### src/rtl/dmem_arbiter_pkg.sv
// dmem_pkg: funct3 codes, sequencer states and requester ids shared by dmem_arbiter and its picker.
package dmem_pkg;
    localparam logic [2:0] F3_LB  = 3'b000;
    localparam logic [2:0] F3_LH  = 3'b001;
    localparam logic [2:0] F3_LW  = 3'b010;
    localparam logic [2:0] F3_LBU = 3'b100;
    localparam logic [2:0] F3_LHU = 3'b101;
    localparam logic [2:0] F3_SB  = 3'b000;
    localparam logic [2:0] F3_SH  = 3'b001;
    localparam logic [2:0] F3_SW  = 3'b010;
    localparam logic REQ_CORE = 1'b0;
    localparam logic REQ_DMA  = 1'b1;
    typedef enum logic [1:0] {IDLE, ACCESS, RESP} state_t;
    // Halfwords need addr[0]==0, words need addr[1:0]==0; byte and invalid sizes never fault.
    function automatic logic misaligned(input logic [2:0] f3, input logic [1:0] a);
        return (f3[1:0] == 2'b01 && a[0]) || (f3[1:0] == 2'b10 && a != 2'b00);
    endfunction
endpackage

### src/rtl/dmem_arbiter_if.sv
// dmem_arbiter_if: core and DMA request/response channels plus the single-port memory bus.
interface dmem_arbiter_if;
    logic        c_req, c_we, c_gnt, c_rvalid, c_err;
    logic [31:0] c_addr, c_wdata, c_rdata;
    logic [2:0]  c_funct3;
    logic        d_req, d_we, d_gnt, d_rvalid, d_err;
    logic [31:0] d_addr, d_wdata, d_rdata;
    logic [2:0]  d_funct3;
    logic [31:0] mem_address, mem_write_data, mem_read_data;
    logic [2:0]  mem_funct3;
    logic        mem_read_enable, mem_write_enable;
    modport slave (
        input  c_req, c_we, c_addr, c_wdata, c_funct3,
        output c_gnt, c_rvalid, c_rdata, c_err,
        input  d_req, d_we, d_addr, d_wdata, d_funct3,
        output d_gnt, d_rvalid, d_rdata, d_err,
        output mem_address, mem_write_data, mem_funct3, mem_read_enable, mem_write_enable,
        input  mem_read_data
    );
    modport master (
        output c_req, c_we, c_addr, c_wdata, c_funct3,
        input  c_gnt, c_rvalid, c_rdata, c_err,
        output d_req, d_we, d_addr, d_wdata, d_funct3,
        input  d_gnt, d_rvalid, d_rdata, d_err,
        input  mem_address, mem_write_data, mem_funct3, mem_read_enable, mem_write_enable,
        output mem_read_data
    );
endinterface

### src/rtl/dmem_arbiter_rr_arb2.sv
// rr_arb2: two-way combinational picker; round-robin on last_grant, or core-first when prio_fixed.
module rr_arb2
    import dmem_pkg::*;
(
    input  logic [1:0] i_req,
    input  logic       i_last_grant,
    input  logic       i_prio_fixed,
    output logic [1:0] o_gnt
);
    always_comb begin
        o_gnt[REQ_CORE] = i_req[REQ_CORE] & (~i_req[REQ_DMA] | i_prio_fixed | i_last_grant == REQ_DMA);
        o_gnt[REQ_DMA]  = i_req[REQ_DMA] & ~o_gnt[REQ_CORE];
    end
endmodule

### src/rtl/dmem_arbiter.sv
// dmem_arbiter: arbitrates core/DMA onto the data memory, one IDLE->ACCESS->RESP transaction at a time.
// Define DMEM_ALIGN_CHECK_EN to fault misaligned halfword/word accesses instead of issuing them.
module dmem_arbiter
    import dmem_pkg::*;
#(
    parameter bit CORE_PRIO = 1'b0,
    parameter int MEM_WORDS = 1024
) (
    input logic           clk,
    input logic           reset,
    dmem_arbiter_if.slave bus
);
    localparam int AW = $clog2(MEM_WORDS) + 2;
    localparam logic [31:0] ADDR_MASK = 32'((64'd1 << AW) - 64'd1);
    state_t      r_state, w_next;
    logic        r_id, r_last, r_we;
    logic [31:0] r_addr, r_wdata, r_rdata;
    logic [2:0]  r_f3;
    logic [1:0]  w_pick, w_take;
    logic        w_err, w_access, w_resp;
    logic [31:0] w_addr_in;
    logic [2:0]  w_f3_in;

    rr_arb2 u_arb (
        .i_req       ({bus.d_req, bus.c_req}),
        .i_last_grant(r_last),
        .i_prio_fixed(CORE_PRIO),
        .o_gnt       (w_pick)
    );

    assign w_take    = (r_state == IDLE) ? w_pick : 2'b00;
    assign w_addr_in = w_take[REQ_DMA] ? bus.d_addr : bus.c_addr;
    assign w_f3_in   = w_take[REQ_DMA] ? bus.d_funct3 : bus.c_funct3;

`ifdef DMEM_ALIGN_CHECK_EN
    logic r_err;
    always_ff @(posedge clk or posedge reset)
        if (reset)
            r_err <= 1'b0;
        else if (|w_take)
            r_err <= misaligned(w_f3_in, w_addr_in[1:0]);
    assign w_err = r_err;
`else
    assign w_err = 1'b0;
`endif

    always_ff @(posedge clk or posedge reset)
        if (reset)
            r_state <= IDLE;
        else
            r_state <= w_next;

    always_comb begin
        w_access             = r_state == ACCESS;
        w_resp               = r_state == RESP;
        w_next               = w_access ? RESP : (|w_take) ? ACCESS : IDLE;
        bus.mem_address      = w_access ? (r_addr & ADDR_MASK) : '0;
        bus.mem_write_data   = w_access ? r_wdata : '0;
        bus.mem_funct3       = w_access ? r_f3 : '0;
        bus.mem_read_enable  = w_access & ~w_err & ~r_we;
        bus.mem_write_enable = w_access & ~w_err & r_we;
        bus.c_gnt            = w_take[REQ_CORE];
        bus.d_gnt            = w_take[REQ_DMA];
        bus.c_rvalid         = w_resp & (r_id == REQ_CORE);
        bus.d_rvalid         = w_resp & (r_id == REQ_DMA);
        bus.c_rdata          = (w_resp & (r_id == REQ_CORE)) ? r_rdata : '0;
        bus.d_rdata          = (w_resp & (r_id == REQ_DMA)) ? r_rdata : '0;
        bus.c_err            = w_resp & (r_id == REQ_CORE) & w_err;
        bus.d_err            = w_resp & (r_id == REQ_DMA) & w_err;
    end

    // Stores and faulted accesses return zero data; the read bus is only sampled while read_enable is high.
    always_ff @(posedge clk or posedge reset)
        if (reset) begin
            r_id    <= REQ_CORE;
            r_last  <= REQ_DMA;
            r_we    <= 1'b0;
            r_addr  <= '0;
            r_wdata <= '0;
            r_f3    <= '0;
            r_rdata <= '0;
        end else if (|w_take) begin
            r_id    <= w_take[REQ_DMA];
            r_last  <= w_take[REQ_DMA];
            r_we    <= w_take[REQ_DMA] ? bus.d_we : bus.c_we;
            r_addr  <= w_addr_in;
            r_wdata <= w_take[REQ_DMA] ? bus.d_wdata : bus.c_wdata;
            r_f3    <= w_f3_in;
        end else if (w_access)
            r_rdata <= (r_we | w_err) ? '0 : bus.mem_read_data;
endmodule

### src/flat_wrapper.sv
// flat-port wrapper written by rule: the top's interface ports become plain ports
module dmem_arbiter_flat import dmem_pkg::*;
#(
    parameter bit CORE_PRIO = 1'b0,
    parameter int MEM_WORDS = 1024
)
  (clk, reset, bus_c_req, bus_c_we, bus_c_addr, bus_c_wdata, bus_c_funct3, bus_c_gnt, bus_c_rvalid, bus_c_rdata, bus_c_err, bus_d_req, bus_d_we, bus_d_addr, bus_d_wdata, bus_d_funct3, bus_d_gnt, bus_d_rvalid, bus_d_rdata, bus_d_err, bus_mem_address, bus_mem_write_data, bus_mem_funct3, bus_mem_read_enable, bus_mem_write_enable, bus_mem_read_data);
  dmem_arbiter_if bus_i ();
  input logic clk;
  input logic reset;
  input wire logic [$bits(bus_i.c_req)-1:0] bus_c_req;
  input wire logic [$bits(bus_i.c_we)-1:0] bus_c_we;
  input wire logic [$bits(bus_i.c_addr)-1:0] bus_c_addr;
  input wire logic [$bits(bus_i.c_wdata)-1:0] bus_c_wdata;
  input wire logic [$bits(bus_i.c_funct3)-1:0] bus_c_funct3;
  output wire logic [$bits(bus_i.c_gnt)-1:0] bus_c_gnt;
  output wire logic [$bits(bus_i.c_rvalid)-1:0] bus_c_rvalid;
  output wire logic [$bits(bus_i.c_rdata)-1:0] bus_c_rdata;
  output wire logic [$bits(bus_i.c_err)-1:0] bus_c_err;
  input wire logic [$bits(bus_i.d_req)-1:0] bus_d_req;
  input wire logic [$bits(bus_i.d_we)-1:0] bus_d_we;
  input wire logic [$bits(bus_i.d_addr)-1:0] bus_d_addr;
  input wire logic [$bits(bus_i.d_wdata)-1:0] bus_d_wdata;
  input wire logic [$bits(bus_i.d_funct3)-1:0] bus_d_funct3;
  output wire logic [$bits(bus_i.d_gnt)-1:0] bus_d_gnt;
  output wire logic [$bits(bus_i.d_rvalid)-1:0] bus_d_rvalid;
  output wire logic [$bits(bus_i.d_rdata)-1:0] bus_d_rdata;
  output wire logic [$bits(bus_i.d_err)-1:0] bus_d_err;
  output wire logic [$bits(bus_i.mem_address)-1:0] bus_mem_address;
  output wire logic [$bits(bus_i.mem_write_data)-1:0] bus_mem_write_data;
  output wire logic [$bits(bus_i.mem_funct3)-1:0] bus_mem_funct3;
  output wire logic [$bits(bus_i.mem_read_enable)-1:0] bus_mem_read_enable;
  output wire logic [$bits(bus_i.mem_write_enable)-1:0] bus_mem_write_enable;
  input wire logic [$bits(bus_i.mem_read_data)-1:0] bus_mem_read_data;
  assign bus_i.c_req = bus_c_req;
  assign bus_i.c_we = bus_c_we;
  assign bus_i.c_addr = bus_c_addr;
  assign bus_i.c_wdata = bus_c_wdata;
  assign bus_i.c_funct3 = bus_c_funct3;
  assign bus_c_gnt = bus_i.c_gnt;
  assign bus_c_rvalid = bus_i.c_rvalid;
  assign bus_c_rdata = bus_i.c_rdata;
  assign bus_c_err = bus_i.c_err;
  assign bus_i.d_req = bus_d_req;
  assign bus_i.d_we = bus_d_we;
  assign bus_i.d_addr = bus_d_addr;
  assign bus_i.d_wdata = bus_d_wdata;
  assign bus_i.d_funct3 = bus_d_funct3;
  assign bus_d_gnt = bus_i.d_gnt;
  assign bus_d_rvalid = bus_i.d_rvalid;
  assign bus_d_rdata = bus_i.d_rdata;
  assign bus_d_err = bus_i.d_err;
  assign bus_mem_address = bus_i.mem_address;
  assign bus_mem_write_data = bus_i.mem_write_data;
  assign bus_mem_funct3 = bus_i.mem_funct3;
  assign bus_mem_read_enable = bus_i.mem_read_enable;
  assign bus_mem_write_enable = bus_i.mem_write_enable;
  assign bus_i.mem_read_data = bus_mem_read_data;
  dmem_arbiter #(.CORE_PRIO(CORE_PRIO), .MEM_WORDS(MEM_WORDS)) u_core (.clk(clk), .reset(reset), .bus(bus_i));
endmodule
### config.mk
export PLATFORM = sky130hd
export DESIGN_NAME = dmem_arbiter_flat
export DESIGN_NICKNAME = d
export VERILOG_FILES = /design/src/rtl/dmem_arbiter_pkg.sv /design/src/rtl/dmem_arbiter_if.sv /design/src/rtl/dmem_arbiter_rr_arb2.sv /design/src/rtl/dmem_arbiter.sv /design/src/flat_wrapper.sv
export SDC_FILE = /design/constraint.sdc
export NUM_CORES = 1
export LEC_CHECK = 0
export BUFFER_PORTS_ARGS = -buffer_cell sky130_fd_sc_hd__buf_2
export CORE_AREA = 2 2 121 123
export CTS_BUF_LIST = sky130_fd_sc_hd__clkbuf_8
export DETAILED_ROUTE_END_ITERATION = 6
export DIE_AREA = 0 0 123 125
export PLACE_DENSITY_LB_ADDON = 0.08
export SETUP_SLACK_MARGIN = 0.4
export SLEW_MARGIN = 20
export SYNTH_ARGS = -nofsm -noshare
export SYNTH_HDL_FRONTEND = slang
export SYNTH_HIERARCHICAL = 1
export SYNTH_SLANG_ARGS = --single-unit
### constraint.sdc
create_clock -name clk -period 2.2 [get_ports clk]
set_input_delay 0.11 -clock clk [delete_from_list [all_inputs] [get_ports clk]]
set_output_delay 0.11 -clock clk [all_outputs]
set_load 0.005 [all_outputs]
# ---- Yosys cells after proc, flatten, opt, wreduce, memory -nomap -nowiden
# Index checks and enable logic that the tools add are counted.
dict set report op_classes {
  reduce_logical 3
  bitwise 12
  n_lt_le_gt_ge 0
  n_eq_ne 2
  addsub 0
  shifts 0
  mul 0
  n_mux 13
  div_mod_pow 0
}
# operator count
set ops {}
lappend ops {{$mux 32} 5}
lappend ops {{$mux 12} 2}
lappend ops {{$and 1x1->1} 6}
lappend ops {{$mux 3} 2}
lappend ops {{$not 1->1} 5}
lappend ops {{$mux 2} 2}
lappend ops {{$eq 2x1->1 const B} 1}
lappend ops {{$eq 2x2->1 const B} 1}
lappend ops {{$logic_not 2->1} 1}
lappend ops {{$mux 1} 2}
lappend ops {{$reduce_and 2->1} 1}
lappend ops {{$reduce_or 2->1} 1}
lappend ops {{$or 1x1->1} 1}
dict set report totals {
  in_bits 172
  elab_cells 38
  n_memories 0
  register_bits 84
  output_inout_bits 139
  mem_bits_rw 0
  latch_bits 0
  rom_bits 0
}

# ---- Longest topological paths before layout
dict set report depth {
  ltp_word 9
  depth_mapped 7
  mapped_depth_nobuf 4
}

# ---- By module
# Netlist, hierarchy kept.
# module area_per_inst_um2 cells_each instances seq_area_each_um2
set modules_own_cells {}
lappend modules_own_cells {dmem_arbiter 4849.7 456 1 2103.3}
lappend modules_own_cells {rr_arb2 22.5 4 1 0.0}

# ---- Worst setup path after synthesis
# OpenSTA, ideal clock, no wires.
dict set report synth_timing {
  path_kind {reg2reg}
  from {register u_core.r_last}
  to {register u_core.r_addr[10]}
  t_arrival_ns 1.632
  setup_ns 0.125
  synth_period_minus_slack_ns 1.757
  path_stages_with_launch 8
  required_time_ns 2.075
  setup_slack_ns 0.443
  n_path_buf 3
  cell_sequence {dfstp_2 -> o21ai_1 -> and2_1 -> buf_6 -> buf_6 -> buf_8 -> mux2_4 -> mux2_4}
}
dict set report synth_between {
  elab_chain_len 6
  elab_cells_between_ends 7
  cone_classes {mux (2); bitwise (4); reduce/logical (1)}
}
# element line
set synth_rtl {}
lappend synth_rtl {{from (decl)} dmem_arbiter.sv:16} ;# logic r_id, r_last, r_we;
lappend synth_rtl {{from (signal assigned)} dmem_arbiter.sv:84} ;# r_last <= w_take[REQ_DMA];
lappend synth_rtl {{$or 1x1->1 *} dmem_arbiter_rr_arb2.sv:11} ;# o_gnt[REQ_CORE] = i_req[REQ_CORE] & (~i_req[REQ_DMA] | i_prio_fixed | i_last_grant == REQ_DMA);
lappend synth_rtl {{$and 1x1->1 *} dmem_arbiter_rr_arb2.sv:11}
lappend synth_rtl {{$not 1->1 *} dmem_arbiter_rr_arb2.sv:12} ;# o_gnt[REQ_DMA] = i_req[REQ_DMA] & ~o_gnt[REQ_CORE];
lappend synth_rtl {{$and 1x1->1 *} dmem_arbiter_rr_arb2.sv:12}
lappend synth_rtl {{named net u_core.w_pick[1]} dmem_arbiter.sv:19} ;# logic [1:0] w_pick, w_take;
lappend synth_rtl {{$mux 2 *} dmem_arbiter.sv:31} ;# assign w_take = (r_state == IDLE) ? w_pick : 2'b00;
lappend synth_rtl {{$mux 12 / $reduce_or 2->1 (equally long branches)} {dmem_arbiter.sv:32, dmem_arbiter.sv:82}}
lappend synth_rtl {{to (signal assigned)} dmem_arbiter.sv:86} ;# r_addr <= w_addr_in;
lappend synth_rtl {{to (decl)} dmem_arbiter.sv:17} ;# logic [31:0] r_addr, r_wdata, r_rdata;
# Mark *: on every way through the listed nets, which the timed path passes. The rest lies on a longest branch.
# A chain may end at the register's enable or synchronous reset.

# ---- Final worst setup path
dict set report layout_timing {
  from {register u_core.r_last}
  to {register u_core.r_wdata[18]}
}
dict set report layout_between {
  elab_chain_len 6
  elab_cells_between_ends 7
  cone_classes {mux (2); bitwise (4); reduce/logical (1)}
}
# element line
set layout_rtl {}
lappend layout_rtl {{$or 1x1->1 *} dmem_arbiter_rr_arb2.sv:11}
lappend layout_rtl {{$and 1x1->1 *} dmem_arbiter_rr_arb2.sv:11}
lappend layout_rtl {{$not 1->1 *} dmem_arbiter_rr_arb2.sv:12}
lappend layout_rtl {{$and 1x1->1 *} dmem_arbiter_rr_arb2.sv:12}
lappend layout_rtl {{named net u_core.w_pick[1]} dmem_arbiter.sv:19}
lappend layout_rtl {{$mux 2 *} dmem_arbiter.sv:31}
lappend layout_rtl {{$mux 32 / $reduce_or 2->1 (equally long branches)} {dmem_arbiter.sv:87, dmem_arbiter.sv:82}}
lappend layout_rtl {{to (signal assigned)} dmem_arbiter.sv:87} ;# r_wdata <= w_take[REQ_DMA] ? bus.d_wdata : bus.c_wdata;
lappend layout_rtl {{to (decl)} dmem_arbiter.sv:17}
# Marked as above.

==> flow_metrics.tcl <==
set metrics [dict create \
    rsz0062_at_grt "no" \
    relSlewSlack 0.5167 \
    fmax_mhz 600.9 \
    avgSynthCellArea_um2 10.59 \
    final_nets 909 \
    fin_skew_ns 0.006830 \
    max_slew.worst_pin.slew_ns 0.7235 \
    initial_utilization 0.3430 \
    fin_crit_sh 0.7564 \
    crit_chain "o21ai_1 > and2_4 > buf_12 > mux2_2 > mux2_2" \
    routedWlPerCell_um 13.67 \
    clk_pin_slew_worst_paths_ns 0.08 \
    holdCritStartpoint "bus_d_wdata[4]" \
    synth_top_area_cell "dfrtp_1" \
    grt_max_degree 40 \
    htreeDepth 3 \
    vias 4080 \
    p_leak_nw 3.692 \
    r2r_setup_slack_ns 0.54 \
    hold_viol_final 0 \
    gr-total-overflow 0 \
    crit_family "multiplexers" \
    holdCritPathClass "input port to register" \
    stdcell_area_um2 6798 \
    drive_gt1_frac 0.5108 \
    clkLatencyLatePin_ns 0.36 \
    die_h_um 125 \
    cp-start-kind "register" \
    p_int_w 0.004529 \
    maxCapViolCount 0 \
    pwr_density_cell_nw_per_um2 1018 \
    r2r_end "u_core/r_wdata[18]" \
    reg2reg_from "u_core/r_last" \
    placed_area_um2 6242 \
    final_cell_mix "248 x buf_2, 113 x and2_1, 83 x dfrtp_1" \
    synth-seq-cells 84 \
    root_buffer "clkbuf_8" \
    place_hpwl_mm 9.004 \
    drt-initial-drc-count 154 \
    ant_nets 0 \
    core_area_um2 14200 \
    r2r_cells 5 \
    syn_area_um2 4872 \
    place.gp.congestion 0.7043 \
    syn_to_final_growth_pct 39.52 \
    drc 0 \
    wl_mm 12.66 \
    p_seq_frac 0.381 \
    firstDrtPassIters 4 \
    ys.flop_type "dfrtp_1" \
    path_max_fanout 36 \
    p_comb_frac 0.469 \
    synth_seq_area_share 0.4317 \
    layout_commonest_cell "buf_2" \
    status "finished clean" \
    port_buffers 248 \
    crit_type "register to register" \
    fin_crit_ns 1.664 \
    hold_depth 3 \
    finalSetupViolCount 0 \
    cts-buffers-inserted 9 \
    cp_common_cell "mux2_2" \
    sw_frac_of_total 0.3456 \
    critPathCaptureType "register" \
    synth_cell_types 23 \
    grt_use_total 0.1645 \
    yosysWarnings 6 \
    vias_per_cell 4.406 \
    critPathSlowestCell "dfstp_2" \
    cts_tree "yes" \
    num_antenna_cells 0 \
    die-area_um2 15380 \
    netlist.area_leader.share 0.4263 \
    grt_pass1_wl_mm 19.72 \
    antenna_found_initial 0 \
    synth_area_leaders "dfrtp_1 43%, mux2_2 18%, and2_1 15%" \
    slowest_delay_ns 0.38 \
    cts_sinks 84 \
    setup_tns_ns 0 \
    startpoint "u_core/r_last" \
    grt_pass1_vias 3947 \
    slew_violations 0 \
    synthArstFlopShare 1.000 \
    ir_drop_mv 0.4230 \
    p_sw_w 0.002392 \
    min_to "u_core/r_wdata[4]" \
    worstPathArrival_ns 1.91 \
    row_count 44 \
    synthCells 460 \
    required_ns 2.45 \
    clockBufferDepth 2 \
    top_level_ports 311 \
    clkPwrFrac 0.151 \
    dieWidth_um 123 \
    synth_edf_count 0 \
    critPathBufInv 1 \
]
final cells by class:
type	count	area (um2)
Timing Repair Buffer	297	1749
Clock inverter	4	16.27
Inverter	3	20.02
Clock buffer	12	165.2
Sequential cell	84	2103
Fill cell	1375	7406
Tap cell	184	230.2
Multi-Input combinational cell	342	2514
layer usage:
| layer | vias to the layer above | GRT usage | wire, um |
|---|---|---|---|
| li1 | 2002 | - | - |
| met2 | 166 | 0.2655 | 5881 |
| met1 | 1890 | 0.2047 | 5421 |
| met5 | - | 0 | 0 |
| met3 | 22 | 0.04197 | 1021 |
| met4 | 0 | 0.07687 | 330 |
through the flow:
| step | hold WS, ns | total power (W) | setup slack, ns | util | instances |
|---|---|---|---|---|---|
| after global placement | 0.2630 | 0.005773 | 0.2684 | 0.4395 | 873 |
| after floorplan | 0.2549 | 0.004731 | 0.4426 | - | 483 |
| final | 0.09554 | 0.006921 | 0.5359 | 0.4786 | 926 |
| after global routing | 0.08677 | 0.007502 | 0.4016 | 0.4786 | 926 |
| after detailed placement | 0.2719 | 0.005863 | 0.2276 | 0.4395 | 873 |
| after CTS | 0.07058 | 0.007000 | 0.4082 | 0.4766 | 923 |
cell usage after synthesis (all sizes together) (2+ instances only):
cell    number
and2       114
mux2        96
nand3b      32
a21o         2
buf         37
inv          3
clkbuf      17
nand2       65
dfrtp       83
nor2         3
cells by family (layout without fill, tap and decap cells):
logic type / Yosys count / after routing / share of synthesized area
AO/OA/AOI/OAI: 5 / 5 / 0.007190
buffers and inverters: 57 / 316 / 0.07190
flip-flops: 84 / 84 / 0.4317
multiplexers: 96 / 96 / 0.2357
other: 1 / 24 / 0.0007697
AND/OR/NAND/NOR: 217 / 217 / 0.2527
power groups by stage:
stage / Sequential, W / Combinational [W] / Clock, W
2_1_floorplan: 0.00253 / 0.00220 / 0
5_1_grt: 0.00275 / 0.00361 / 0.00115
3_5_place_dp: 0.00266 / 0.00320 / 0
4_1_cts: 0.00264 / 0.00327 / 0.00109
6_report: 0.00264 / 0.00324 / 0.00104
3_3_place_gp: 0.00263 / 0.00314 / 0
worst max path at each step:
stage                                  endpoint  slack (ns)  cells after the start
after floorplan               u_core/r_addr[10]        0.44                      7
after global placement              u_core/r_we        0.27                      5
after detailed placement     u_core/r_wdata[10]        0.23                      5
after CTS                 bus_mem_write_data[2]        0.41                      5
after global routing             bus_d_rdata[6]        0.40                      4
final                        u_core/r_wdata[18]        0.54                      5
worst register-to-register path, delay by kind of cell, from the launching register on:
kind                   cells  cell delay [ns]
multiplexers               2             0.67
flip-flops                 1             0.38
buffers and inverters      1             0.21
AND/OR/NAND/NOR            1             0.19
AO/OA/AOI/OAI              1             0.12
state kept, by name, summed over array words and instances, names as in the netlist:
signal / count
u_core/r_rdata: 32
u_core/r_wdata: 32
u_core/r_addr: 12
u_core/r_f3: 3
u_core/r_state: 2
u_core/r_id: 1
u_core/r_last: 1
u_core/r_we: 1
repair_timing:
action / in CTS / in global routing
hold buffers: 33 / 0
setup endpoints to repair: 96 / 48
hold endpoints to repair: 60 / 0
gates resized for setup: 3 / 2
setup buffers: 1 / 3
pin swaps: 1 / 0
Note: power is estimated with default switching activity, not from simulation.
